==> src/rtl/src_control_unit_if.sv <==
// rtl/src_control_unit_if.sv - SRC control unit strobe/handshake bundle.
// Optional SRC_CU_STEP_EN adds the single-step input.
interface src_control_unit_if;
  logic [4:0] opcode;
  logic       cond_met;
  logic       mem_done;
`ifdef SRC_CU_STEP_EN
  logic       step;
`endif
  logic       pc_out, pc_in, inc4;
  logic       ma_in, md_rd, md_wr, md_bus, md_out;
  logic       ir_in, c1_out, c2_out;
  logic       gra, grb, grc, r_in, r_out, ba_out;
  logic       a_in, c_in, c_out, con_in;
  logic [1:0] alu_op;
  logic       run;
  logic       illegal;
  logic [2:0] t_state;

  modport master (
`ifdef SRC_CU_STEP_EN
    input  step,
`endif
    input  opcode, cond_met, mem_done,
    output pc_out, pc_in, inc4, ma_in, md_rd, md_wr, md_bus, md_out,
    output ir_in, c1_out, c2_out, gra, grb, grc, r_in, r_out, ba_out,
    output a_in, c_in, c_out, con_in, alu_op, run, illegal, t_state
  );

  modport slave (
`ifdef SRC_CU_STEP_EN
    output step,
`endif
    output opcode, cond_met, mem_done,
    input  pc_out, pc_in, inc4, ma_in, md_rd, md_wr, md_bus, md_out,
    input  ir_in, c1_out, c2_out, gra, grb, grc, r_in, r_out, ba_out,
    input  a_in, c_in, c_out, con_in, alu_op, run, illegal, t_state
  );
endinterface

==> src/rtl/src_control_unit.sv <==
// rtl/src_control_unit.sv - hardwired fetch/execute sequencer for the one-bus SRC.
// Optional SRC_CU_STEP_EN inserts a STEP_WAIT state after each instruction.
module src_control_unit (
  input  logic clk,
  input  logic rst,
  src_control_unit_if.master cu
);
  localparam logic [4:0] OP_NOP  = 5'd0;
  localparam logic [4:0] OP_LD   = 5'd1;
  localparam logic [4:0] OP_LDR  = 5'd2;
  localparam logic [4:0] OP_ST   = 5'd3;
  localparam logic [4:0] OP_LA   = 5'd5;
  localparam logic [4:0] OP_BR   = 5'd8;
  localparam logic [4:0] OP_ADD  = 5'd12;
  localparam logic [4:0] OP_ADDI = 5'd13;
  localparam logic [4:0] OP_SUB  = 5'd14;
  localparam logic [4:0] OP_AND  = 5'd20;
  localparam logic [4:0] OP_OR   = 5'd22;
  localparam logic [4:0] OP_STOP = 5'd31;

  typedef enum logic [3:0] {
    T0, T1, T2, T3, T4, T5, T6, T7, HALT
`ifdef SRC_CU_STEP_EN
    , STEP_WAIT
`endif
  } state_t;

`ifdef SRC_CU_STEP_EN
  localparam state_t DONE = STEP_WAIT;
`else
  localparam state_t DONE = T0;
`endif

  typedef struct packed {
    logic pc_out, pc_in, inc4, ma_in, md_rd, md_wr, md_bus, md_out;
    logic ir_in, c1_out, c2_out, gra, grb, grc, r_in, r_out, ba_out;
    logic a_in, c_in, c_out, con_in;
  } strobe_t;

  state_t     state, state_nxt;
  strobe_t    s;
  logic [1:0] alu;
  logic       ill;
  logic       run_i;
  logic [2:0] tst;
  logic [4:0] op;

  assign op = cu.opcode;

  always_ff @(posedge clk) begin
    if (!rst) state <= T0;
    else      state <= state_nxt;
  end

  always_comb begin
    s         = '0;
    alu       = 2'd0;
    ill       = 1'b0;
    run_i     = 1'b1;
    tst       = 3'd0;
    state_nxt = state;
    case (state)
      T0: begin
        tst = 3'd0;
        s.pc_out = 1'b1; s.ma_in = 1'b1; s.inc4 = 1'b1; s.c_in = 1'b1;
        state_nxt = T1;
      end
      T1: begin
        tst = 3'd1;
        s.c_out = 1'b1; s.pc_in = 1'b1; s.md_rd = 1'b1;
        if (cu.mem_done) state_nxt = T2;
      end
      T2: begin
        tst = 3'd2;
        s.md_out = 1'b1; s.ir_in = 1'b1;
        state_nxt = T3;
      end
      T3: begin
        tst = 3'd3;
        state_nxt = T4;
        case (op)
          OP_NOP: state_nxt = DONE;
          OP_LD, OP_ST, OP_LA: begin
            s.grb = 1'b1; s.ba_out = 1'b1; s.a_in = 1'b1;
          end
          OP_LDR: begin
            s.pc_out = 1'b1; s.a_in = 1'b1;
          end
          OP_BR: begin
            s.grc = 1'b1; s.r_out = 1'b1; s.con_in = 1'b1;
          end
          OP_ADD, OP_ADDI, OP_SUB, OP_AND, OP_OR: begin
            s.grb = 1'b1; s.r_out = 1'b1; s.a_in = 1'b1;
          end
          OP_STOP: state_nxt = HALT;
          default: begin
            ill = 1'b1;
            state_nxt = DONE;
          end
        endcase
      end
      T4: begin
        tst = 3'd4;
        state_nxt = T5;
        case (op)
          OP_LD, OP_ST, OP_LA, OP_ADDI: begin
            s.c2_out = 1'b1; s.c_in = 1'b1;
          end
          OP_LDR: begin
            s.c1_out = 1'b1; s.c_in = 1'b1;
          end
          OP_BR: begin
            // branch target is written only when CON latched true
            s.grb = cu.cond_met; s.r_out = cu.cond_met; s.pc_in = cu.cond_met;
            state_nxt = DONE;
          end
          OP_ADD, OP_SUB, OP_AND, OP_OR: begin
            s.grc = 1'b1; s.r_out = 1'b1; s.c_in = 1'b1;
            alu = (op == OP_SUB) ? 2'd1 : (op == OP_AND) ? 2'd2 :
                  (op == OP_OR)  ? 2'd3 : 2'd0;
          end
          default: state_nxt = DONE;
        endcase
      end
      T5: begin
        tst = 3'd5;
        state_nxt = DONE;
        case (op)
          OP_LD, OP_LDR, OP_ST: begin
            s.c_out = 1'b1; s.ma_in = 1'b1;
            state_nxt = T6;
          end
          OP_LA, OP_ADD, OP_ADDI, OP_SUB, OP_AND, OP_OR: begin
            s.c_out = 1'b1; s.gra = 1'b1; s.r_in = 1'b1;
          end
          default: state_nxt = DONE;
        endcase
      end
      T6: begin
        tst = 3'd6;
        state_nxt = DONE;
        case (op)
          OP_LD, OP_LDR: begin
            s.md_rd = 1'b1;
            state_nxt = cu.mem_done ? T7 : T6;
          end
          OP_ST: begin
            s.gra = 1'b1; s.r_out = 1'b1; s.md_bus = 1'b1;
            state_nxt = T7;
          end
          default: state_nxt = DONE;
        endcase
      end
      T7: begin
        tst = 3'd7;
        state_nxt = DONE;
        case (op)
          OP_LD, OP_LDR: begin
            s.md_out = 1'b1; s.gra = 1'b1; s.r_in = 1'b1;
          end
          OP_ST: begin
            s.md_wr = 1'b1;
            state_nxt = cu.mem_done ? DONE : T7;
          end
          default: state_nxt = DONE;
        endcase
      end
      HALT: begin
        run_i = 1'b0;
        state_nxt = HALT;
      end
`ifdef SRC_CU_STEP_EN
      STEP_WAIT: begin
        tst = 3'd7;
        if (cu.step) state_nxt = T0;
      end
`endif
      default: state_nxt = T0;
    endcase
  end

  assign {cu.pc_out, cu.pc_in, cu.inc4, cu.ma_in, cu.md_rd, cu.md_wr, cu.md_bus,
          cu.md_out, cu.ir_in, cu.c1_out, cu.c2_out, cu.gra, cu.grb, cu.grc,
          cu.r_in, cu.r_out, cu.ba_out, cu.a_in, cu.c_in, cu.c_out,
          cu.con_in} = rst ? s : '0;
  assign cu.alu_op  = rst ? alu : 2'd0;
  assign cu.illegal = rst & ill;
  assign cu.run     = rst & run_i;
  assign cu.t_state = tst;
endmodule

==> src/flat_wrapper.sv <==
// flat-port wrapper written by rule: the top's interface ports become plain ports
module src_control_unit_flat 
  (clk, rst, cu_opcode, cu_cond_met, cu_mem_done, cu_pc_out, cu_pc_in, cu_inc4, cu_ma_in, cu_md_rd, cu_md_wr, cu_md_bus, cu_md_out, cu_ir_in, cu_c1_out, cu_c2_out, cu_gra, cu_grb, cu_grc, cu_r_in, cu_r_out, cu_ba_out, cu_a_in, cu_c_in, cu_c_out, cu_con_in, cu_alu_op, cu_run, cu_illegal, cu_t_state);
  src_control_unit_if cu_i ();
  input  logic clk;
  input  logic rst;
  input wire logic [$bits(cu_i.opcode)-1:0] cu_opcode;
  input wire logic [$bits(cu_i.cond_met)-1:0] cu_cond_met;
  input wire logic [$bits(cu_i.mem_done)-1:0] cu_mem_done;
  output wire logic [$bits(cu_i.pc_out)-1:0] cu_pc_out;
  output wire logic [$bits(cu_i.pc_in)-1:0] cu_pc_in;
  output wire logic [$bits(cu_i.inc4)-1:0] cu_inc4;
  output wire logic [$bits(cu_i.ma_in)-1:0] cu_ma_in;
  output wire logic [$bits(cu_i.md_rd)-1:0] cu_md_rd;
  output wire logic [$bits(cu_i.md_wr)-1:0] cu_md_wr;
  output wire logic [$bits(cu_i.md_bus)-1:0] cu_md_bus;
  output wire logic [$bits(cu_i.md_out)-1:0] cu_md_out;
  output wire logic [$bits(cu_i.ir_in)-1:0] cu_ir_in;
  output wire logic [$bits(cu_i.c1_out)-1:0] cu_c1_out;
  output wire logic [$bits(cu_i.c2_out)-1:0] cu_c2_out;
  output wire logic [$bits(cu_i.gra)-1:0] cu_gra;
  output wire logic [$bits(cu_i.grb)-1:0] cu_grb;
  output wire logic [$bits(cu_i.grc)-1:0] cu_grc;
  output wire logic [$bits(cu_i.r_in)-1:0] cu_r_in;
  output wire logic [$bits(cu_i.r_out)-1:0] cu_r_out;
  output wire logic [$bits(cu_i.ba_out)-1:0] cu_ba_out;
  output wire logic [$bits(cu_i.a_in)-1:0] cu_a_in;
  output wire logic [$bits(cu_i.c_in)-1:0] cu_c_in;
  output wire logic [$bits(cu_i.c_out)-1:0] cu_c_out;
  output wire logic [$bits(cu_i.con_in)-1:0] cu_con_in;
  output wire logic [$bits(cu_i.alu_op)-1:0] cu_alu_op;
  output wire logic [$bits(cu_i.run)-1:0] cu_run;
  output wire logic [$bits(cu_i.illegal)-1:0] cu_illegal;
  output wire logic [$bits(cu_i.t_state)-1:0] cu_t_state;
  assign cu_i.opcode = cu_opcode;
  assign cu_i.cond_met = cu_cond_met;
  assign cu_i.mem_done = cu_mem_done;
  assign cu_pc_out = cu_i.pc_out;
  assign cu_pc_in = cu_i.pc_in;
  assign cu_inc4 = cu_i.inc4;
  assign cu_ma_in = cu_i.ma_in;
  assign cu_md_rd = cu_i.md_rd;
  assign cu_md_wr = cu_i.md_wr;
  assign cu_md_bus = cu_i.md_bus;
  assign cu_md_out = cu_i.md_out;
  assign cu_ir_in = cu_i.ir_in;
  assign cu_c1_out = cu_i.c1_out;
  assign cu_c2_out = cu_i.c2_out;
  assign cu_gra = cu_i.gra;
  assign cu_grb = cu_i.grb;
  assign cu_grc = cu_i.grc;
  assign cu_r_in = cu_i.r_in;
  assign cu_r_out = cu_i.r_out;
  assign cu_ba_out = cu_i.ba_out;
  assign cu_a_in = cu_i.a_in;
  assign cu_c_in = cu_i.c_in;
  assign cu_c_out = cu_i.c_out;
  assign cu_con_in = cu_i.con_in;
  assign cu_alu_op = cu_i.alu_op;
  assign cu_run = cu_i.run;
  assign cu_illegal = cu_i.illegal;
  assign cu_t_state = cu_i.t_state;
  src_control_unit u_core (.clk(clk), .rst(rst), .cu(cu_i));
endmodule
==> config.mk <==
export PLATFORM = sky130hd
export DESIGN_NAME = src_control_unit_flat
export DESIGN_NICKNAME = d
export VERILOG_FILES = /design/src/rtl/src_control_unit_if.sv /design/src/rtl/src_control_unit.sv /design/src/flat_wrapper.sv
export SDC_FILE = /design/constraint.sdc
export NUM_CORES = 1
export LEC_CHECK = 0
export BUFFER_PORTS_ARGS = -buffer_cell sky130_fd_sc_hd__buf_2
export CAP_MARGIN = 20
export CORE_ASPECT_RATIO = 1.5
export CORE_MARGIN = 4
export CORE_UTILIZATION = 40
export CTS_CLUSTER_SIZE = 20
export DETAILED_ROUTE_END_ITERATION = 16
export GPL_ROUTABILITY_DRIVEN = 1
export GPL_TIMING_DRIVEN = 0
export HOLD_SLACK_MARGIN = 0.1
export MAX_ROUTING_LAYER = met4
export PLACE_DENSITY_LB_ADDON = 0.3
export SETUP_SLACK_MARGIN = 0.02
export SLEW_MARGIN = 20
export SYNTH_ARGS = -nofsm -noshare
export SYNTH_HDL_FRONTEND = slang
export SYNTH_SLANG_ARGS = --single-unit
==> constraint.sdc <==
create_clock -name clk -period 2.17 [get_ports clk]
set_clock_uncertainty 0.15 [all_clocks]
set_input_delay 0.1085 -clock clk [delete_from_list [all_inputs] [get_ports clk]]
set_output_delay 0.1085 -clock clk [all_outputs]
set_load 0.005 [all_outputs]
==> results of run 1 <==
-- power by group through the flow --
stage	logic, mW	registers [mW]	clock network (mW)
after floorplan	0.119	0.0814	0
after global placement	0.173	0.0823	0
after detailed placement	0.174	0.0823	0
after CTS	0.177	0.0812	0.0947
after global routing	0.199	0.0818	0.0982
final	0.179	0.0815	0.0896
-- worst min path at each step --
stage	startpoint	endpoint	slack, ns	cells after the start
2_1_floorplan	rst	u_core.state[1]	0.12	2
3_3_place_gp	rst	u_core.state[2]	0.31	3
3_5_place_dp	rst	u_core.state[1]	0.31	3
4_1_cts	cu_mem_done	u_core.state[0]	0.18	4
5_1_grt	cu_mem_done	u_core.state[0]	0.24	4
6_report	cu_mem_done	u_core.state[0]	0.19	4
-- repair_timing --
action | CTS | global route
hold endpoints to repair | 3 | 0
setup endpoints to repair | 0 | 2
hold buffers | 1 | 0
gates resized for setup | 0 | 0
buffers inserted | 0 | 2
-- cell families after synthesis --
group	Yosys count	synth area share
DFF	4	0.0907
AOI/OAI and AO/OA	41	0.334
buffers and inverters	15	0.0850
xor gates and xnor gates	1	0.00992
and+or+nand+nor	77	0.480
-- layout make-up --
type | instances | share of cell area
Buffer | 11 | 0.0530
Multi-Input combinational cell | 119 | 0.642
Tap cell | 22 | 0.0243
Clock buffer | 3 | 0.0199
Inverter | 4 | 0.0132
Sequential cell | 4 | 0.0706
Timing Repair Buffer | 38 | 0.177
-- per-stage QoR --
step           cell area, um^2  instances   util  setup WS [ns]  total power, mW
5_1_grt                   1130        201  0.546         0.0291            0.379
3_5_place_dp              1090        195  0.523          0.421            0.257
4_1_cts                   1120        199  0.539          0.160            0.353
3_3_place_gp              1090        195  0.523          0.440            0.255
2_1_floorplan              883        138      -          0.658            0.201
6_report                  1130        201  0.546          0.164            0.350
-- critical path, cell delays in order (launching register included) --
cell and delay [ns]:
sky130_fd_sc_hd__dfxtp_1 0.33, sky130_fd_sc_hd__clkbuf_1 0.34, sky130_fd_sc_hd__nor2_1 0.13, sky130_fd_sc_hd__nand2_1 0.22, sky130_fd_sc_hd__a21oi_1 0.08, sky130_fd_sc_hd__or3_1 0.30
sky130_fd_sc_hd__buf_2 0.13
-- placed cells by master, fill, tap and decap left out, types with 2 or more instances in the layout --
cell / synthesis / layout
sky130_fd_sc_hd__nor3b_1: 2 / 2
sky130_fd_sc_hd__nor4_1: 2 / 2
sky130_fd_sc_hd__nor3_1: 6 / 6
sky130_fd_sc_hd__nand2_1: 12 / 12
sky130_fd_sc_hd__and2b_1: 2 / 2
sky130_fd_sc_hd__and2_1: 2 / 2
sky130_fd_sc_hd__buf_2: 9 / 44
sky130_fd_sc_hd__inv_1: 4 / 4
sky130_fd_sc_hd__dfxtp_1: 4 / 4
sky130_fd_sc_hd__clkbuf_4: 0 / 3
sky130_fd_sc_hd__nand4_1: 3 / 3
sky130_fd_sc_hd__a211oi_1: 2 / 2
sky130_fd_sc_hd__a31oi_1: 3 / 3
sky130_fd_sc_hd__nand3_1: 5 / 5
sky130_fd_sc_hd__or3_1: 2 / 2
sky130_fd_sc_hd__buf_4: 0 / 2
sky130_fd_sc_hd__a22oi_1: 2 / 2
sky130_fd_sc_hd__a21oi_1: 13 / 13
sky130_fd_sc_hd__o21bai_1: 2 / 2
sky130_fd_sc_hd__o22ai_1: 2 / 2
sky130_fd_sc_hd__o21ai_0: 6 / 6
sky130_fd_sc_hd__nor2_1: 21 / 21
sky130_fd_sc_hd__nor2_2: 2 / 2
sky130_fd_sc_hd__nand2b_1: 2 / 2
sky130_fd_sc_hd__nor2b_1: 3 / 3
sky130_fd_sc_hd__nand3b_1: 3 / 3
-- layer usage --
metal | share of wire | up-vias | global-route usage
met2 | 0.55 | 39 | 0.398
met5 | 0 | - | -
met1 | 0.40 | 563 | 0.262
li1 | - | 590 | -
met4 | 0.0058 | 0 | 0.0498
met3 | 0.045 | 2 | 0
==> tab_implementation.tex, run 1 <==
\begin{tabular}{lr}
\hline
Metric & Value \\
\hline
\multicolumn{2}{l}{\textbf{Synthesis}} \\
\quad Primary FF master, synth & sky130\_fd\_sc\_hd\_\_dfxtp\_1 \\
\quad EDFF count, synth & 0 \\
\quad FF+latch count, synth & 4 \\
\quad Synthesized cell area & 883 um\^{}2 \\
\quad Cell accounting for the most synthesized area & sky130\_fd\_sc\_hd\_\_dfxtp\_1 \\
\quad Most numerous cell in the Yosys netlist & sky130\_fd\_sc\_hd\_\_nor2\_1 \\
\quad Fraction of registers with async set or reset after synthesis & 0 \\
\quad Yosys warning total & 0 \\
\quad Most frequent cells after synthesis & sky130\_fd\_sc\_hd\_\_nor2\_1 (21), sky130\_fd\_sc\_hd\_\_a21oi\_1 (13), sky130\_fd\_sc\_hd\_\_nand2\_1 (12), sky130\_fd\_sc\_hd\_\_buf\_2 (9) \\
\quad Mean Syn Cell Area & 6.40 um\^{}2 \\
\quad Synth top area share & 0.0907 \\
\quad Proportion of synthesized chip area in sequential cells & 0.0907 \\
\quad Number of nets produced by synthesis & roughly 150 \\
\quad Biggest area contributors in the synthesized netlist & sky130\_fd\_sc\_hd\_\_dfxtp\_1 (9.1\%), sky130\_fd\_sc\_hd\_\_nor2\_1 (8.9\%), sky130\_fd\_sc\_hd\_\_a21oi\_1 (7.4\%) \\
\quad Number of standard cells after synthesis & 138 \\
\quad Number of unique standard cell types used by synthesis & 48 \\
\multicolumn{2}{l}{\textbf{STA}} \\
\quad Smallest hold slack & 0.186 ns \\
\quad Final Max Slew Viols & 0 \\
\quad Final count of hold timing violations & 0 \\
\quad Tmin final & 2.01 ns \\
\quad Setup\_tns & 0 ns \\
\quad Remaining max-slew budget at the tightest pin & 0.734 \\
\quad Final setup viols & 0 \\
\quad Peak Freq & roughly 500 MHz \\
\quad Pin slew with the least headroom to its limit & 0.399 ns \\
\quad Final period utilization & 0.924 \\
\quad Unrepaired setup endpoints after global routing & false \\
\multicolumn{2}{l}{\textbf{Pwr}} \\
\quad Areal power density over the cells & 309 nW/um\^{}2 \\
\quad Largest voltage drop on the vdd net & 324 uV \\
\quad Proportion of power drawn by the clock network & 0.256 \\
\quad Combinational power share & 0.511 \\
\quad Proportion of total power due to net switching & 0.396 \\
\quad Sequential group share of total power & 0.233 \\
\quad Switching power of the nets & 0.139 mW \\
\quad Leak Pwr & $\sim$0.5 nW \\
\quad Design internal power & $\sim$0.21 mW \\
\multicolumn{2}{l}{\textbf{Drt}} \\
\quad TritonRoute pass-1 iters & 4 \\
\quad Drt drc & 0 \\
\quad Detailed-route wire length per cell & approximately 15 um \\
\quad Count of nets left with antenna violations after detail routing & 0 \\
\quad Violation count after the first detailed-route iteration & 55 \\
\quad Via Count & 1194 \\
\quad Routed vias/inst & approximately 5.9 \\
\quad Total wirelength of the detailed-routed design & 2.96 mm \\
\multicolumn{2}{l}{\textbf{Clock network}} \\
\quad Clock buffers created by TritonCTS & 3 \\
\quad Clock Pin Slew Worst Setup and Hold Paths & 0.03 ns \\
\quad Clock tree from TritonCTS & yes \\
\quad Number of buffers on the longest clock path & 2 \\
\quad CTS Sinks & 4 \\
\quad Buffer cell driving the clock tree root & sky130\_fd\_sc\_hd\_\_clkbuf\_4 \\
\quad Maximum level of the CTS H-tree & 1 \\
\quad Worst-Skew Late Latency & 0.23 ns \\
\multicolumn{2}{l}{\textbf{Critical path}} \\
\quad Data arrival time of the critical path & 1.75 ns \\
\quad Worst setup startpoint & u\_core.state[1] \\
\quad Depth of the most critical reg-to-reg path & 5 \\
\quad Worst R2R Start & u\_core.state[1] \\
\quad Worst r2r dst & u\_core.state[0] \\
\quad Worst Setup Start Kind & flip-flop \\
\quad Worst path required time & 1.91 ns \\
\quad CP Capture Type & primary output \\
\quad Endpoint of the worst setup timing path & cu\_r\_out \\
\quad Crit-path max FO & 10 \\
\quad Startpoint-to-endpoint class of the critical path & reg -> out \\
\quad R2R setup slack & between 0.5 and 0.6 ns \\
\multicolumn{2}{l}{\textbf{Global routing}} \\
\quad Global Route Usage Sum & 0.221 \\
\quad Wire length of the first global-routing pass & 5.11 mm \\
\quad Antenna violations before repair & 0 \\
\quad Maximum number of pins on one net before global-route repair & 11 \\
\quad Via count of the first global-routing pass & 1116 \\
\quad Aggregate global routing overflow & 0 \\
\multicolumn{2}{l}{\textbf{Placed design}} \\
\quad Number of I/O port buffers & 35 \\
\quad Routability-driven placement congestion ratio & 0.935 \\
\quad Half-perimeter wire length after detailed placement & approximately 2.3 mm \\
\multicolumn{2}{l}{\textbf{Final layout}} \\
\quad Flip-flop count of the largest register after layout & 4 \\
\quad Registers with the most flip-flops & u\_core.state x4 \\
\quad Area occupied by multi-input gates & 728 um\^{}2 \\
\quad Area growth from synthesis to layout & 28.3\% \\
\quad Reg with most FFs & u\_core.state \\
\quad Fraction of layout cells with a size suffix above 1 & 0.346 \\
\quad Sequential cell area & approximately 80 um\^{}2 \\
\quad Antenna fix cells & 0 \\
\quad Fill cell count & 221 \\
\quad Number of nets in the layout & 190 \\
\multicolumn{2}{l}{\textbf{Floorplan}} \\
\quad DIE AREA & 3040 um\^{}2 \\
\quad Chip Height & roughly 66 um \\
\quad Core ar. & 2080 um\^{}2 \\
\quad Die width & 46.4 um \\
\quad Number of rows in the core area & 20 \\
\quad Initial cell density of the core & 0.425 \\
\quad I/O pin count & 37 \\
\multicolumn{2}{l}{\textbf{Hold path}} \\
\quad Worst Hold Class & in -> reg \\
\multicolumn{2}{l}{\textbf{Run status}} \\
\quad Outcome & complete, no violations \\
\multicolumn{2}{l}{\textbf{Run}} \\
\quad Max-cap check violation count & 0 \\
\hline
\end{tabular}
(Power assumes the default switching activity.)
==> inputs of run 2 (changes only) <==
--- a/config.mk
+++ b/config.mk
@@ -10,6 +10,7 @@
 export CORE_ASPECT_RATIO = 1.5
 export CORE_MARGIN = 4
 export CORE_UTILIZATION = 40
+export CTS_CLUSTER_DIAMETER = 50
 export CTS_CLUSTER_SIZE = 20
 export DETAILED_ROUTE_END_ITERATION = 16
 export GPL_ROUTABILITY_DRIVEN = 1
==> constraint.sdc (replaced) <==
create_clock -name clk -period 2.17 [get_ports clk]
set_clock_uncertainty 0.15 [all_clocks]
set_input_delay 0.3255 -clock clk [delete_from_list [all_inputs] [get_ports clk]]
set_output_delay 0.3255 -clock clk [all_outputs]
set_load 0.005 [all_outputs]
==> run 2 against run 1 <==
  * Flip-flop and latch count unchanged
  * Worst setup slack got worse by 0.081 ns
  * Core utilization increased by 1.1 points
==> tab_implementation.tex, run 2 (same netlist as run 1, synthesis figures left out) <==
\begin{tabular}{lr}
\hline
Metric & Value \\
\hline
\multicolumn{2}{l}{\textbf{Run status}} \\
\quad Outcome & complete, no violations \\
\multicolumn{2}{l}{\textbf{Placed design}} \\
\quad Placed cell areas & 1090 um\^{}2 (unchanged) \\
\quad Half-perimeter wire length after detailed placement & 2.35 mm (unchanged) \\
\quad Number of I/O port buffers & 35 (unchanged) \\
\quad Routability-driven placement congestion ratio & 0.935 (unchanged) \\
\multicolumn{2}{l}{\textbf{STA}} \\
\quad Final setup viols & 0 (unchanged) \\
\quad Final period utilization & 0.962 (+0.0373) \\
\quad Pin slew with the least headroom to its limit & 0.372 ns (-0.0268 ns) \\
\quad Final count of hold timing violations & 0 (unchanged) \\
\quad Final Max Slew Viols & 0 (unchanged) \\
\quad Peak Freq & 479 MHz (-3.9\%) \\
\quad Setup\_tns & 0 ns (unchanged) \\
\quad Unrepaired setup endpoints after global routing & true \\
\quad Tmin final & 2.09 ns (+0.0809 ns) \\
\quad Remaining max-slew budget at the tightest pin & 0.752 (+0.0173) \\
\multicolumn{2}{l}{\textbf{Floorplan}} \\
\quad Number of rows in the core area & 20 (unchanged) \\
\quad Core ar. & 2080 um\^{}2 (unchanged) \\
\quad Chip Height & 65.6 um (unchanged) \\
\quad Initial cell density of the core & 0.425 (unchanged) \\
\quad I/O pin count & 37 (unchanged) \\
\quad Die width & 46.4 um (unchanged) \\
\quad DIE AREA & 3040 um\^{}2 (unchanged) \\
\multicolumn{2}{l}{\textbf{Global routing}} \\
\quad Maximum number of pins on one net before global-route repair & 11 (unchanged) \\
\quad Aggregate global routing overflow & 0 (unchanged) \\
\quad Wire length of the first global-routing pass & 5.15 mm (+0.94\%) \\
\quad Antenna violations before repair & 0 (unchanged) \\
\quad Via count of the first global-routing pass & 1140 (+2.2\%) \\
\quad Global Route Usage Sum & 0.225 (+0.00490) \\
\multicolumn{2}{l}{\textbf{Drt}} \\
\quad Via Count & 1182 (-1.0\%) \\
\quad Violation count after the first detailed-route iteration & 39 (-29\%) \\
\quad Drt drc & 0 (unchanged) \\
\quad Routed vias/inst & 5.91 (-0.51\%) \\
\quad TritonRoute pass-1 iters & 4 (unchanged) \\
\quad Detailed-route wire length per cell & 14.9 um (+1.2\%) \\
\quad Total wirelength of the detailed-routed design & 2.98 mm (+0.71\%) \\
\quad Count of nets left with antenna violations after detail routing & 0 (unchanged) \\
\multicolumn{2}{l}{\textbf{Clock network}} \\
\quad Clock tree from TritonCTS & yes \\
\quad Number of buffers on the longest clock path & 2 (unchanged) \\
\quad Buffer cell driving the clock tree root & sky130\_fd\_sc\_hd\_\_clkbuf\_4 \\
\quad Clock buffers created by TritonCTS & 3 (unchanged) \\
\quad Maximum level of the CTS H-tree & 1 (unchanged) \\
\quad Worst-Skew Late Latency & 0.23 ns (about the same) \\
\quad CTS Sinks & 4 (unchanged) \\
\quad Clock Pin Slew Worst Setup and Hold Paths & 0.04 ns (about the same) \\
\multicolumn{2}{l}{\textbf{Critical path}} \\
\quad Crit-path max FO & 9 (-1) \\
\quad Worst path required time & 1.69 ns (-0.22 ns) \\
\quad Worst Setup Start Kind & flip-flop \\
\quad CP Capture Type & primary output \\
\quad Data arrival time of the critical path & 1.61 ns (-0.14 ns) \\
\quad R2R setup slack & 0.67 ns (+0.09 ns) \\
\quad Startpoint-to-endpoint class of the critical path & reg -> out \\
\multicolumn{2}{l}{\textbf{Final layout}} \\
\quad Fraction of layout cells with a size suffix above 1 & 0.388 (+0.0413) \\
\quad Number of nets in the layout & 189 (-0.53\%) \\
\quad Area growth from synthesis to layout & 31.0\% \\
\quad Flip-flop count of the largest register after layout & 4 (unchanged) \\
\quad Commonest cells after routing, fill and taps aside & sky130\_fd\_sc\_hd\_\_buf\_2 (43), sky130\_fd\_sc\_hd\_\_nor2\_1 (20), sky130\_fd\_sc\_hd\_\_a21oi\_1 (13), sky130\_fd\_sc\_hd\_\_nand2\_1 (11) \\
\quad Finished Cell Area & 1160 um\^{}2 (+2.1\%) \\
\quad Antenna fix cells & 0 (unchanged) \\
\quad Registers with the most flip-flops & u\_core.state x4 \\
\quad Reg with most FFs & u\_core.state \\
\quad Most frequent standard cell in the layout excluding fill and tap cells & sky130\_fd\_sc\_hd\_\_buf\_2 \\
\multicolumn{2}{l}{\textbf{Run}} \\
\quad Max-cap check violation count & 0 (unchanged) \\
\multicolumn{2}{l}{\textbf{Pwr}} \\
\quad Leak Pwr & 0.509 nW (+1.2\%) \\
\quad Power Total & 0.352 mW (+0.46\%) \\
\quad Areal power density over the cells & 304 nW/um\^{}2 (-1.6\%) \\
\quad Largest voltage drop on the vdd net & 277 uV (-14\%) \\
\multicolumn{2}{l}{\textbf{Hold path}} \\
\quad Worst Hold Class & in -> reg \\
\hline
\end{tabular}
[run 2: area by class of cell]
| class | count | area (um^2) |
|---|---|---|
| fillers | 221 | 920 |
| repair buffers | 37 | 190 |
| plain buffers | 11 | 63.8 |
| inverters | 4 | 15.0 |
| multi-input cells | 119 | 757 |
| well taps | 22 | 27.5 |
| flip-flops and latches | 4 | 81.3 |
| clock buffers | 3 | 22.5 |
[run 2: final timing paths]
kind,cells past startpoint,start,endpoint
worst max-delay path,6,u_core.state[3],cu_r_out
worst min-delay path,3,rst,u_core.state[2]
worst max register to register,5,u_core.state[1],u_core.state[2]
worst min register to register,3,u_core.state[2],u_core.state[1]
[run 2: per-stage QoR]
| step | util | hold WS, ns | instances | worst slack [ns] |
|---|---|---|---|---|
| after floorplan | - | 0.338 | 138 | 0.394 |
| after global placement | 0.523 | 0.524 | 195 | 0.118 |
| after detailed placement | 0.523 | 0.528 | 195 | 0.0927 |
| after CTS | 0.541 | 0.275 | 199 | 0.0299 |
| after global routing | 0.557 | 0.309 | 200 | 0.0185 |
| final | 0.557 | 0.300 | 200 | 0.0833 |
[run 2: metal layers]
metal,track usage,routed length (um)
met4,0.0676,0
met3,0.0164,99
met2,0.398,1680
met1,0.259,1200
met5,-,0
[run 2: critical path, cell delays in order, from the launching register on]
cell                      delay [ns]
sky130_fd_sc_hd__dfxtp_1        0.30
sky130_fd_sc_hd__buf_4          0.17
sky130_fd_sc_hd__nor2b_4        0.06
sky130_fd_sc_hd__and2_4         0.17
sky130_fd_sc_hd__and4_2         0.20
sky130_fd_sc_hd__or3_1          0.35
sky130_fd_sc_hd__buf_2          0.13
[run 2: power breakdown]
part	switching (mW)	internal, mW	leakage, nW
Combinational	0.109	0.0723	0.462
Clock	0.0269	0.0616	0.0138
Sequential	0.00376	0.0778	0.0333
[run 2: what timing repair did]
action | in CTS | in global routing
pin swaps | 1 | 1
hold buffers | 0 | 0
setup endpoints to repair | 4 | 6
buffers inserted | 1 | 1
endpoints found under the hold margin | 0 | 0
resized for setup | 4 | 6
==> inputs of run 3 (changes only) <==
--- a/config.mk
+++ b/config.mk
@@ -7,9 +7,11 @@
 export LEC_CHECK = 0
 export BUFFER_PORTS_ARGS = -buffer_cell sky130_fd_sc_hd__buf_2
 export CAP_MARGIN = 20
+export CELL_PAD_IN_SITES_DETAIL_PLACEMENT = 1
+export CELL_PAD_IN_SITES_GLOBAL_PLACEMENT = 1
 export CORE_ASPECT_RATIO = 1.5
 export CORE_MARGIN = 4
-export CORE_UTILIZATION = 40
+export CORE_UTILIZATION = 34
 export CTS_CLUSTER_DIAMETER = 50
 export CTS_CLUSTER_SIZE = 20
 export DETAILED_ROUTE_END_ITERATION = 16
==> run 3 against run 2 <==
  * Count of clock-buffer cells in the layout unchanged
  * Final cell count grew 2.5%
  * Global-route usage shrank 1.3 points
  * Combinational power grew 3%
  * Die area grew 15%
  * Sequential power about the same
  * Non-clock buffer count up 3
  * First-iteration DRC count fell by 15%
  * Register-to-register slack got worse by 0.03 ns
  * Hold slack got worse by 0.030 ns
  * Largest power group unchanged
  * Highest routed layer is now met4
==> tab_implementation.tex, run 3 (same netlist as run 1, synthesis figures left out) <==
\begin{tabular}{lr}
\hline
Metric & Value \\
\hline
\multicolumn{2}{l}{\textbf{Final layout}} \\
\quad Number of nets in the layout & 192 (+1.6\%) \\
\quad Fraction of layout cells with a size suffix above 1 & 0.387 (-0.000900) \\
\quad Flip-flop count of the largest register after layout & 4 (unchanged) \\
\quad Area growth from synthesis to layout & 33.9\% \\
\quad Most frequent standard cell in the layout excluding fill and tap cells & sky130\_fd\_sc\_hd\_\_buf\_2 \\
\quad Registers with the most flip-flops & u\_core.state x4 \\
\quad Reg with most FFs & u\_core.state \\
\quad Fill cell count & 361 (+63\%) \\
\quad Core utilization of the finished layout & 0.477 (-0.0800) \\
\quad Commonest cells after routing, fill and taps aside & sky130\_fd\_sc\_hd\_\_buf\_2 (43), sky130\_fd\_sc\_hd\_\_nor2\_1 (20), sky130\_fd\_sc\_hd\_\_a21oi\_1 (13), sky130\_fd\_sc\_hd\_\_nand2\_1 (11) \\
\quad Area occupied by multi-input gates & 751 um\^{}2 (-0.83\%) \\
\quad Sequential cell area & 81.3 um\^{}2 (unchanged) \\
\quad Antenna fix cells & 0 (unchanged) \\
\multicolumn{2}{l}{\textbf{Drt}} \\
\quad Total wirelength of the detailed-routed design & 3.59 mm (+20\%) \\
\quad Violation count after the first detailed-route iteration & 33 (-15\%) \\
\quad Count of nets left with antenna violations after detail routing & 0 (unchanged) \\
\quad Detailed-route wire length per cell & 17.5 um (+17\%) \\
\quad Via Count & 1254 (+6.1\%) \\
\quad Routed vias/inst & 6.12 (+3.5\%) \\
\quad Drt drc & 0 (unchanged) \\
\quad TritonRoute pass-1 iters & 4 (unchanged) \\
\multicolumn{2}{l}{\textbf{Global routing}} \\
\quad Aggregate global routing overflow & 0 (unchanged) \\
\quad Global Route Usage Sum & 0.212 (-0.0134) \\
\quad Wire length of the first global-routing pass & 5.83 mm (+13\%) \\
\quad Via count of the first global-routing pass & 1244 (+9.1\%) \\
\quad Maximum number of pins on one net before global-route repair & 11 (unchanged) \\
\quad Antenna violations before repair & 0 (unchanged) \\
\multicolumn{2}{l}{\textbf{STA}} \\
\quad Final period utilization & 0.965 (+0.00355) \\
\quad Pin slew with the least headroom to its limit & 0.411 ns (+0.0397 ns) \\
\quad Unrepaired setup endpoints after global routing & true \\
\quad Setup\_tns & 0 ns (unchanged) \\
\quad Tmin final & 2.09 ns (+0.00771 ns) \\
\quad Remaining max-slew budget at the tightest pin & 0.725 (-0.0265) \\
\quad Final setup viols & 0 (unchanged) \\
\quad Final count of hold timing violations & 0 (unchanged) \\
\quad Final Max Slew Viols & 0 (unchanged) \\
\quad Peak Freq & 477 MHz (-0.37\%) \\
\multicolumn{2}{l}{\textbf{Floorplan}} \\
\quad I/O pin count & 37 (unchanged) \\
\quad Initial cell density of the core & 0.357 (-0.0687) \\
\quad DIE AREA & 3490 um\^{}2 (+15\%) \\
\quad Number of rows in the core area & 22 (+10\%) \\
\quad Die width & 49.6 um (+7.0\%) \\
\quad Chip Height & 70.4 um (+7.4\%) \\
\quad Core ar. & 2480 um\^{}2 (+19\%) \\
\multicolumn{2}{l}{\textbf{Critical path}} \\
\quad Worst Setup Start Kind & flip-flop \\
\quad Startpoint-to-endpoint class of the critical path & reg -> out \\
\quad Worst path required time & 1.69 ns (about the same) \\
\quad Data arrival time of the critical path & 1.62 ns (about the same) \\
\quad CP Capture Type & primary output \\
\quad Crit-path max FO & 6 (-3) \\
\multicolumn{2}{l}{\textbf{Clock network}} \\
\quad CTS Sinks & 4 (unchanged) \\
\quad Clock Pin Slew Worst Setup and Hold Paths & 0.05 ns (about the same) \\
\quad Buffer cell driving the clock tree root & sky130\_fd\_sc\_hd\_\_clkbuf\_4 \\
\quad Maximum level of the CTS H-tree & 1 (unchanged) \\
\quad Worst-Skew Late Latency & 0.26 ns (+0.03 ns) \\
\quad Clock tree from TritonCTS & yes \\
\quad Clock buffers created by TritonCTS & 3 (unchanged) \\
\quad Number of buffers on the longest clock path & 2 (unchanged) \\
\multicolumn{2}{l}{\textbf{Pwr}} \\
\quad Leak Pwr & 0.525 nW (+3.1\%) \\
\quad Areal power density over the cells & 316 nW/um\^{}2 (+4.1\%) \\
\quad Power Total & 0.374 mW (+6.3\%) \\
\quad Largest voltage drop on the vdd net & 207 uV (-25\%) \\
\multicolumn{2}{l}{\textbf{Run}} \\
\quad Max-cap check violation count & 0 (unchanged) \\
\multicolumn{2}{l}{\textbf{Placed design}} \\
\quad Half-perimeter wire length after detailed placement & 2.75 mm (+17\%) \\
\quad Routability-driven placement congestion ratio & 0.877 (-6.1\%) \\
\quad Number of I/O port buffers & 35 (unchanged) \\
\multicolumn{2}{l}{\textbf{Run status}} \\
\quad Outcome & complete, no violations \\
\multicolumn{2}{l}{\textbf{Hold path}} \\
\quad Worst Hold Class & in -> reg \\
\hline
\end{tabular}
[run 3: cell type report]
| cell class | instances | area share |
|---|---|---|
| well taps | 24 | 0.0254 |
| multi-input cells | 119 | 0.635 |
| clock buffers | 3 | 0.0190 |
| plain buffers | 11 | 0.0593 |
| inverters | 4 | 0.0127 |
| repair buffers | 40 | 0.180 |
| flip-flops and latches | 4 | 0.0688 |
[run 3: timing repair]
item / 4_1_cts / 5_1_grt
endpoints found under the setup margin: 10 / 5
buffers inserted: 1 / 4
pin swaps: 1 / 1
hold buffers: 0 / 0
resized for setup: 5 / 7
hold endpoints to repair: 0 / 0
gates cloned: 0 / 0
[run 3: final timing paths]
| path | startpoint | end | slack (ns) | cells after the start |
|---|---|---|---|---|
| setup / recovery | u_core.state[2] | cu_r_out | 0.08 | 5 |
| hold reg to reg | u_core.state[2] | u_core.state[1] | 0.51 | 3 |
| hold / removal | rst | u_core.state[2] | 0.27 | 3 |
| setup reg to reg | u_core.state[3] | u_core.state[0] | 0.64 | 7 |
[run 3: worst max-delay path, cell delays in order, from the launching register on]
cell                      delay [ns]
sky130_fd_sc_hd__dfxtp_2        0.35
sky130_fd_sc_hd__nor2b_4        0.15
sky130_fd_sc_hd__and2_4         0.17
sky130_fd_sc_hd__and4_2         0.20
sky130_fd_sc_hd__or3_1          0.36
sky130_fd_sc_hd__buf_2          0.13
[run 3: metrics by stage]
| stage | std cells | setup WS, ns | hold slack, ns | cell area, um^2 |
|---|---|---|---|---|
| 2_1_floorplan | 138 | 0.394 | 0.338 | 883 |
| 3_3_place_gp | 197 | 0.0779 | 0.532 | 1090 |
| 3_5_place_dp | 197 | 0.0679 | 0.532 | 1090 |
| 4_1_cts | 201 | 0.0372 | 0.254 | 1130 |
| 5_1_grt | 205 | 0.00734 | 0.286 | 1180 |
| 6_report | 205 | 0.0756 | 0.271 | 1180 |
[run 3: power by group]
part           switching (mW)  total [mW]  internal (mW)
clock network          0.0422       0.105         0.0626
logic                   0.114       0.188         0.0731
registers             0.00406      0.0817         0.0776
[run 3: routing by layer]
| metal | routed length (um) | track usage | up-vias |
|---|---|---|---|
| li1 | - | - | 589 |
| met1 | 1350 | 0.216 | 596 |
| met2 | 1960 | 0.386 | 56 |
| met3 | 170 | 0.0149 | 13 |
| met4 | 108 | 0.123 | 0 |
| met5 | 0 | - | - |
